<file path="config.mk">
export PLATFORM = sky130hd
export DESIGN_NAME = fp_div
export DESIGN_NICKNAME = d
export VERILOG_FILES = /design/src/rtl/fp_pkg.sv /design/src/rtl/fp_classify.sv /design/src/rtl/fp_div.sv
export SDC_FILE = /design/constraint.sdc
export NUM_CORES = 1
export LEC_CHECK = 0
export CAP_MARGIN = 30
export CORE_MARGIN = 5
export CORE_UTILIZATION = 25
export DETAILED_ROUTE_END_ITERATION = 10
export DONT_BUFFER_PORTS = 1
export PLACE_DENSITY = 0.5
export SYNTH_ARGS = -nofsm -noshare
export SYNTH_HDL_FRONTEND = slang
export SYNTH_SLANG_ARGS = --single-unit
</file>
<file path="constraint.sdc">
create_clock -name clk -period 9.8 [get_ports clk]
set_input_delay 1.96 -clock clk [delete_from_list [all_inputs] [get_ports clk]]
set_output_delay 1.96 -clock clk [all_outputs]
set_load 0.02 [all_outputs]
</file>
<file path="src/rtl/fp_pkg.sv">
// fp_pkg: shared state/class types and special-value constants for the FP ALU units
package fp_pkg;
   typedef enum logic [1:0] {S_IDLE, S_DIVIDE, S_NORM, S_DONE} fp_div_state_t;
   typedef enum logic [1:0] {CLS_ZERO, CLS_NORMAL, CLS_INF, CLS_NAN} fp_class_t;
   function automatic logic [63:0] fp_qnan(input int m, input int e);
      return (((64'd1 << e) - 64'd1) << m) | (64'd1 << (m - 1));
   endfunction
   function automatic logic [63:0] fp_inf_mag(input int m, input int e);
      return ((64'd1 << e) - 64'd1) << m;
   endfunction
endpackage

</file>
<file path="src/rtl/fp_classify.sv">
// fp_classify: splits an operand magnitude into its class and hidden-bit mantissa
module fp_classify
   import fp_pkg::*;
#(
   parameter int M = 23,
   parameter int E = 8
)(
   input  logic [M+E-1:0] mag,
   output fp_class_t      cls,
   output logic [M:0]     mant
);
   logic [E-1:0] exp_f;
   logic [M-1:0] frac;
   assign exp_f = mag[M+E-1:M];
   assign frac  = mag[M-1:0];
   assign mant  = {1'b1, frac};
   // exponent 0 flushes to zero; all-ones splits inf from NaN on the fraction
   always_comb
      cls = (exp_f == '0) ? CLS_ZERO : (exp_f != '1) ? CLS_NORMAL : (frac == '0) ? CLS_INF : CLS_NAN;
endmodule

</file>
<file path="src/rtl/fp_div.sv">
// fp_div: sequential restoring FP divider; define FP_DIV_ROUND_EN for round-to-nearest-even
module fp_div
   import fp_pkg::*;
#(
   parameter int                       Mantissa_Size = 23,
   parameter int                       Exponent_Size = 8,
   parameter logic [Exponent_Size-1:0] Bias          = Exponent_Size'(127)
)(
   input  logic                                clk,
   input  logic                                rst,
   input  logic                                enable,
   input  logic                                load,
   input  logic [Mantissa_Size+Exponent_Size:0] A,
   input  logic [Mantissa_Size+Exponent_Size:0] B,
   output logic [Mantissa_Size+Exponent_Size:0] result,
   output logic                                done,
   output logic                                zero,
   output logic                                overflow,
   output logic                                underflow,
   output logic                                NAN,
   output logic                                div_by_zero
);
   localparam int M  = Mantissa_Size;
   localparam int E  = Exponent_Size;
   localparam int W  = M + E + 1;
   localparam int EW = E + 2;
   localparam int Q  = M + 3;
   localparam int CW = $clog2(Q);
   localparam logic [W-1:0]         QNAN    = W'(fp_qnan(M, E));
   localparam logic [W-2:0]         INF_MAG = (W-1)'(fp_inf_mag(M, E));
   localparam logic signed [EW-1:0] EMAX    = EW'((1 << E) - 1);

   fp_div_state_t state, state_n;
   fp_class_t ca, cb;
   logic [M:0] mant_a, mant_b, mb;
   logic [M+1:0] rem, rem_sub;
   logic [Q-1:0] q;
   logic [CW-1:0] cnt;
   logic sign, s_in;
   logic signed [EW-1:0] e0, e0_in, e_n, e_r;
   logic [W-1:0] sp_res, sp_res_in, n_res;
   logic [4:0] flags, sp_flags, sp_flags_in, n_flags;
   logic is_nan, dbz, inf_r, special, ge, q_int, rnd, carry, ovf, unf;
   logic [M-1:0] frac, frac_r;

   fp_classify #(.M(M), .E(E)) u_cls_a (.mag(A[W-2:0]), .cls(ca), .mant(mant_a));
   fp_classify #(.M(M), .E(E)) u_cls_b (.mag(B[W-2:0]), .cls(cb), .mant(mant_b));

   assign s_in        = A[W-1] ^ B[W-1];
   assign is_nan      = (ca == CLS_NAN) | (cb == CLS_NAN) | ((ca == CLS_INF) & (cb == CLS_INF)) |
                        ((ca == CLS_ZERO) & (cb == CLS_ZERO));
   assign dbz         = (ca == CLS_NORMAL) & (cb == CLS_ZERO);
   assign inf_r       = ca == CLS_INF;
   assign special     = !((ca == CLS_NORMAL) && (cb == CLS_NORMAL));
   assign sp_res_in   = is_nan ? QNAN : (dbz | inf_r) ? {s_in, INF_MAG} : {s_in, {(W-1){1'b0}}};
   assign sp_flags_in = {!is_nan & !dbz & !inf_r, 2'b00, is_nan, dbz};
   assign e0_in       = {2'b00, A[W-2:M]} - {2'b00, B[W-2:M]} + {2'b00, Bias};

   assign ge      = rem >= {1'b0, mb};
   assign rem_sub = rem - (ge ? {1'b0, mb} : '0);

   // a quotient below 1.0 is shifted left one place and the exponent drops by one
   assign q_int = q[Q-1];
   assign frac  = q_int ? q[Q-2:2] : q[Q-3:1];
   assign e_n   = e0 - (q_int ? EW'(0) : EW'(1));
`ifdef FP_DIV_ROUND_EN
   logic guard, sticky;
   assign guard  = q_int ? q[1] : q[0];
   assign sticky = (q_int & q[0]) | (rem != '0);
   assign rnd    = guard & (sticky | frac[0]);
`else
   assign rnd = 1'b0;
`endif
   assign {carry, frac_r} = {1'b0, frac} + {{M{1'b0}}, rnd};
   assign e_r     = e_n + {{(EW-1){1'b0}}, carry};
   assign unf     = e_n[EW-1] | (e_n == '0);
   assign ovf     = !unf & (e_r >= EMAX);
   assign n_res   = unf ? {sign, {(W-1){1'b0}}} : ovf ? {sign, INF_MAG} : {sign, e_r[E-1:0], frac_r};
   assign n_flags = {unf, ovf, unf, 2'b00};

   assign {zero, overflow, underflow, NAN, div_by_zero} = flags;

   // next state: load restarts from any state, otherwise DIVIDE -> NORM -> DONE
   always_comb begin
      state_n = state;
      if (load)
         state_n = special ? S_DONE : S_DIVIDE;
      else if (state == S_DIVIDE)
         state_n = (cnt == CW'(Q - 1)) ? S_NORM : S_DIVIDE;
      else if (state == S_NORM)
         state_n = S_DONE;
   end

   // state register, frozen while enable is low
   always_ff @(posedge clk)
      if (rst)
         state <= S_IDLE;
      else if (enable)
         state <= state_n;

   // operand capture, one restoring step per DIVIDE cycle, and output publishing
   always_ff @(posedge clk)
      if (rst) begin
         mb       <= '0;
         rem      <= '0;
         q        <= '0;
         cnt      <= '0;
         sign     <= 1'b0;
         e0       <= '0;
         sp_res   <= '0;
         sp_flags <= '0;
         result   <= '0;
         flags    <= '0;
         done     <= 1'b0;
      end else if (enable) begin
         if (load) begin
            mb       <= mant_b;
            rem      <= {1'b0, mant_a};
            q        <= '0;
            cnt      <= '0;
            sign     <= s_in;
            e0       <= e0_in;
            sp_res   <= sp_res_in;
            sp_flags <= sp_flags_in;
            done     <= 1'b0;
         end else if (state == S_DIVIDE) begin
            rem <= {rem_sub[M:0], 1'b0};
            q   <= {q[Q-2:0], ge};
            cnt <= cnt + 1'b1;
         end else if (state == S_NORM) begin
            result <= n_res;
            flags  <= n_flags;
            done   <= 1'b1;
         end else if ((state == S_DONE) && !done) begin
            result <= sp_res;
            flags  <= sp_flags;
            done   <= 1'b1;
         end
      end
endmodule

</file>
==> run_summary.xml <==
<?xml version="1.0" encoding="UTF-8"?>
<metrics>
  <group name="critical_path">
    <metric name="cp_max_fo" unit="">17</metric>
    <metric name="worst-r2r-cell-count" unit="">18</metric>
    <metric name="start_kind" unit="">flop</metric>
    <metric name="worstSetupPathType" unit="">flop to flop</metric>
    <metric name="cp_cell_sequence" unit="">inv_1 &gt; ha_1 &gt; a21o_1 &gt; a211oi_1 &gt; o211ai_1 &gt; nor3_1 &gt; a21oi_2 &gt; buf_4 &gt; nand2_1 &gt; ha_1 &gt; nor2b_1 &gt; o31a_1 &gt; o21ai_0 &gt; o31ai_1 &gt; a211o_1 &gt; a2111oi_0 &gt; a31oi_1 &gt; o22ai_1</metric>
    <metric name="cp_common_cell" unit="">sky130_fd_sc_hd__ha_1</metric>
    <metric name="r2r_start" unit="">mb[22]$_SDFFE_PP0P_</metric>
    <metric name="cpMaxStageDelayCell" unit="">sky130_fd_sc_hd__a2111oi_0</metric>
    <metric name="timing.reg2reg.setup_slack" unit="ps">5280</metric>
    <metric name="worst_setup_path_end_kind" unit="">flop</metric>
    <metric name="crit_required" unit="ps">10150</metric>
    <metric name="cp.arrival" unit="ps">4880</metric>
    <metric name="crit_family" unit="">compound AO/OA/AOI/OAI gates</metric>
    <metric name="source_of_the_critical_timing_path" unit="">mb[22]$_SDFFE_PP0P_</metric>
    <metric name="critical_path.n_buffers_inverters" unit="">2</metric>
    <metric name="worst_r2r_endpoint" unit="">rem[22]$_SDFFE_PP0P_</metric>
    <metric name="critical_path.max_stage_delay" unit="ps">410</metric>
  </group>
  <group name="floorplanning">
    <metric name="floorplan.die_area" unit="sq um">35100</metric>
    <metric name="std_cell_rows" unit="">65</metric>
    <metric name="initial_util" unit="%">25.1</metric>
    <metric name="die_w" unit="um">187</metric>
    <metric name="floorplan.io_pins" unit="">106</metric>
    <metric name="dieHeight" unit="um">187</metric>
    <metric name="core" unit="sq um">31300</metric>
  </group>
  <group name="routing">
    <metric name="via_per_inst" unit="">4.95</metric>
    <metric name="vias" unit="">6700</metric>
    <metric name="detailedRoute.firstPassIterationCount" unit="">7</metric>
    <metric name="antenna_violating_nets_post_route" unit="">0</metric>
    <metric name="drt_wl_total" unit="um">22200</metric>
    <metric name="detail_route.drc_violations" unit="">0</metric>
    <metric name="wire_length_per_cell_after_detailed_routing" unit="um">16.4</metric>
    <metric name="first_iter_violations" unit="">417</metric>
  </group>
  <group name="global_route">
    <metric name="wire_length_of_the_first_global_routing_pass" unit="um">35300</metric>
    <metric name="grt_antenna_before_repair" unit="">1</metric>
    <metric name="grt_overflow_total" unit="">0</metric>
    <metric name="gr_usage_total" unit="%">12.5</metric>
    <metric name="largest_net_degree_at_the_start_of_global_routing" unit="">114</metric>
    <metric name="first_global_vias" unit="">6559</metric>
  </group>
  <group name="timing">
    <metric name="finalSetupViolCount" unit="">0</metric>
    <metric name="unrepaired_setup_endpoints_after_global_routing" unit="">false</metric>
    <metric name="worst_slew_margin" unit="%">37.0</metric>
    <metric name="holdWs" unit="ps">456</metric>
    <metric name="final-max-slew-violation-count" unit="">0</metric>
    <metric name="finalClockSkew" unit="ps">13.7</metric>
    <metric name="report.final.hold_viol_count" unit="">0</metric>
    <metric name="finalCritPeriodShare" unit="%">46.1</metric>
    <metric name="period_minus_slack" unit="ps">4520</metric>
    <metric name="timing.setup.tns" unit="ps">0</metric>
    <metric name="max_clock_freq" unit="MHz">221</metric>
    <metric name="tightestPinTransition" unit="ps">936</metric>
  </group>
  <group name="synthesis">
    <metric name="synth_top_cell_area_share" unit="%">34.6</metric>
    <metric name="register_area_share_after_synthesis" unit="%">34.6</metric>
    <metric name="synth_area_per_cell" unit="sq um">8.16</metric>
    <metric name="synth_area" unit="sq um">7870</metric>
    <metric name="yosys_most_used_dff" unit="">sky130_fd_sc_hd__dfxtp_1</metric>
    <metric name="yosysWarningCount" unit="">0</metric>
    <metric name="fraction_of_synthesis_flops_using_an_asynchronous_set_or_reset_pin" unit="%">0</metric>
    <metric name="syn_nets" unit="">1095</metric>
    <metric name="synth_area_leaders" unit="">sky130_fd_sc_hd__dfxtp_1 (35%), sky130_fd_sc_hd__ha_1 (9.7%), sky130_fd_sc_hd__nand2_1 (6.0%)</metric>
    <metric name="synth_common_cells" unit="">sky130_fd_sc_hd__dfxtp_1 (136), sky130_fd_sc_hd__nand2_1 (126), sky130_fd_sc_hd__nor2_1 (96)</metric>
    <metric name="synth.largest_area_cell" unit="">sky130_fd_sc_hd__dfxtp_1</metric>
    <metric name="synthDistinctLibCells" unit="">68</metric>
    <metric name="postSynthCellCount" unit="">964</metric>
    <metric name="synth-edff-count" unit="">0</metric>
    <metric name="synth.ff_latch_count" unit="">136</metric>
    <metric name="post-synth-top-count-cell" unit="">sky130_fd_sc_hd__dfxtp_1</metric>
  </group>
  <group name="final_layout">
    <metric name="layout.filler_cells" unit="">3352</metric>
    <metric name="flow.area_growth_from_synthesis" unit="%">12.1</metric>
    <metric name="drive_above_1_share" unit="%">7.36</metric>
    <metric name="sequential_cell_area" unit="sq um">2720</metric>
    <metric name="post_layout_nonfiller_instances" unit="">1353</metric>
    <metric name="area_taken_by_multi_input_logic_gates" unit="sq um">4770</metric>
    <metric name="num_antenna_cells" unit="">0</metric>
    <metric name="num-nets-final" unit="">1069</metric>
  </group>
  <group name="cts">
    <metric name="cts.root.buffer_cell" unit="">sky130_fd_sc_hd__clkbuf_16</metric>
    <metric name="cts-buffers-inserted" unit="">17</metric>
    <metric name="post_cts_buffers" unit="">0</metric>
    <metric name="clk_latency" unit="ps">440</metric>
    <metric name="postCtsResizedCells" unit="">0</metric>
    <metric name="tritoncts_num_sinks" unit="">136</metric>
    <metric name="cts-htree-levels" unit="">4</metric>
    <metric name="postCtsHoldBufs" unit="">0</metric>
    <metric name="tritoncts_clock_tree" unit="">built</metric>
    <metric name="clk_path_buf_depth" unit="">2</metric>
    <metric name="clkSlewWorstSetupHoldPaths" unit="ps">70</metric>
  </group>
  <group name="worst_hold_path">
    <metric name="worstHoldPathType" unit="">flop to flop</metric>
    <metric name="hold_path_startpoint" unit="">e0[0]$_SDFFE_PP0P_</metric>
    <metric name="worst_hold_depth" unit="">2</metric>
    <metric name="whs_endpoint" unit="">e0[0]$_SDFFE_PP0P_</metric>
  </group>
  <group name="power_and_ir_drop">
    <metric name="clock_power_share" unit="%">41.4</metric>
    <metric name="share_comb_of_total_power" unit="%">21.3</metric>
    <metric name="p_leak" unit="uW">0.00317</metric>
    <metric name="cellPowerDensity" unit="nW/um^2">180</metric>
    <metric name="intPower" unit="uW">1090</metric>
    <metric name="net-switching-power" unit="uW">490</metric>
    <metric name="ir_drop" unit="mV">0.118</metric>
    <metric name="switching_share" unit="%">30.9</metric>
    <metric name="pwr-share-seq" unit="%">37.3</metric>
  </group>
  <group name="placement">
    <metric name="place.detailed.instances" unit="">1321</metric>
    <metric name="dp_hpwl" unit="um">16200</metric>
    <metric name="port-buffer-count" unit="">0</metric>
    <metric name="gp_congestion" unit="">0.837</metric>
  </group>
  <group name="run">
    <metric name="drv.max_cap_violation_count" unit="">0</metric>
  </group>
  <group name="status">
    <metric name="status" unit="">completed</metric>
  </group>
</metrics>
==> cells by family after synthesis <==
kind of cell | after synthesis | share of synthesized area [%]
buffers and inverters | 101 | 5.02
AOI/OAI and AO/OA | 266 | 23.1
and+or+nand+nor | 337 | 19.8
adders and majority gates | 63 | 10.2
xor gates and xnor gates | 35 | 3.90
DFF | 136 | 34.6
muxes | 26 | 3.32
==> power groups by stage <==
stage               Sequential [uW]  Combinational, uW  Clock (uW)
global route                    594                381         699
global placement                603                336           0
CTS                             591                339         676
finish                          591                337         655
detailed placement              604                336           0
floorplan                       594                277           0
==> state kept, by name, indices dropped and copies added, names as in the netlist <==
| name | cells |
|---|---|
| state | 2 |
| e0 | 10 |
| sp_res | 2 |
| sp_flags | 3 |
| cnt | 5 |
| sign | 1 |
| flags | 5 |
| q | 26 |
| result | 32 |
| done | 1 |
| rem | 25 |
| mb | 24 |
==> cell usage in the layout, fill, tap and decap left out, types with 3 or more instances in the layout <==
master	synthesis	final
sky130_fd_sc_hd__a211o_1	3	3
sky130_fd_sc_hd__a211oi_1	19	19
sky130_fd_sc_hd__a21o_1	14	14
sky130_fd_sc_hd__a21oi_1	74	73
sky130_fd_sc_hd__a222oi_1	16	16
sky130_fd_sc_hd__a22oi_1	34	34
sky130_fd_sc_hd__a31oi_1	3	3
sky130_fd_sc_hd__and2_1	7	6
sky130_fd_sc_hd__and3_1	8	8
sky130_fd_sc_hd__buf_4	0	7
sky130_fd_sc_hd__clkbuf_16	0	17
sky130_fd_sc_hd__dfxtp_1	136	136
sky130_fd_sc_hd__ha_1	61	61
sky130_fd_sc_hd__inv_1	49	49
sky130_fd_sc_hd__inv_6	0	6
sky130_fd_sc_hd__mux2i_1	25	25
sky130_fd_sc_hd__nand2_1	126	126
sky130_fd_sc_hd__nand2b_1	7	7
sky130_fd_sc_hd__nand3_1	11	11
sky130_fd_sc_hd__nand3b_1	3	3
sky130_fd_sc_hd__nand4_1	15	15
sky130_fd_sc_hd__nor2_1	96	96
sky130_fd_sc_hd__nor2b_1	13	13
sky130_fd_sc_hd__nor3_1	17	17
sky130_fd_sc_hd__nor4_1	18	18
sky130_fd_sc_hd__o211ai_1	7	7
sky130_fd_sc_hd__o21a_1	9	9
sky130_fd_sc_hd__o21ai_0	29	29
sky130_fd_sc_hd__o21ai_1	6	5
sky130_fd_sc_hd__o21ai_2	19	19
sky130_fd_sc_hd__o22ai_1	6	6
sky130_fd_sc_hd__o31a_1	3	3
sky130_fd_sc_hd__o31ai_1	4	4
sky130_fd_sc_hd__or3_1	4	4
sky130_fd_sc_hd__xnor2_1	17	17
sky130_fd_sc_hd__xor2_1	18	18
==> worst reg2reg max path: stages (launching register included) <==
cell	delay [ps]
sky130_fd_sc_hd__dfxtp_1	360
sky130_fd_sc_hd__inv_1	60
sky130_fd_sc_hd__ha_1	330
sky130_fd_sc_hd__a21o_1	190
sky130_fd_sc_hd__a211oi_1	300
sky130_fd_sc_hd__o211ai_1	170
sky130_fd_sc_hd__nor3_1	260
sky130_fd_sc_hd__a21oi_2	170
sky130_fd_sc_hd__buf_4	240
sky130_fd_sc_hd__nand2_1	130
sky130_fd_sc_hd__ha_1	230
sky130_fd_sc_hd__nor2b_1	140
sky130_fd_sc_hd__o31a_1	270
sky130_fd_sc_hd__o21ai_0	370
sky130_fd_sc_hd__o31ai_1	240
sky130_fd_sc_hd__a211o_1	350
sky130_fd_sc_hd__a2111oi_0	410
sky130_fd_sc_hd__a31oi_1	80
sky130_fd_sc_hd__o22ai_1	140
==> metrics by stage <==
| step | setup slack (ps) | util [%] | power, uW | area, sq um |
|---|---|---|---|---|
| finish | 5280 | 28.2 | 1580 | 8820 |
| global route | 4780 | 28.2 | 1670 | 8820 |
| CTS | 5280 | 28.2 | 1610 | 8820 |
| detailed placement | 5280 | 26.3 | 940 | 8230 |
| global placement | 5340 | 26.3 | 939 | 8230 |
| floorplan | 5600 | - | 872 | 7870 |
==> worst max-delay path by stage <==
stage                                 to  slack [ps]  cells past startpoint
floorplan             e0[7]$_SDFFE_PP0P_        5600                     12
global placement      e0[7]$_SDFFE_PP0P_        5340                     12
detailed placement    e0[7]$_SDFFE_PP0P_        5280                     12
CTS                 rem[22]$_SDFFE_PP0P_        5280                     18
global route        rem[22]$_SDFFE_PP0P_        4780                     18
finish              rem[22]$_SDFFE_PP0P_        5280                     18
==> layout make-up <==
type	instances	area share, %
clock buffer	18	4.87
clock inverter	14	1.83
inverter	49	2.09
multi-input combinational	727	54.1
sequential	136	30.9
tap	402	5.70
timing repair buffer	7	0.596
==> layer usage <==
metal  up-vias  track usage [%]  routed length [um]
met5         -                0                   9
met4         2             3.98                 367
met3        25             3.88                1280
met2       139             20.0               10200
met1      3113             16.1               10400
li1       3421                -                   -
Power figures use the tool's default switching activity.
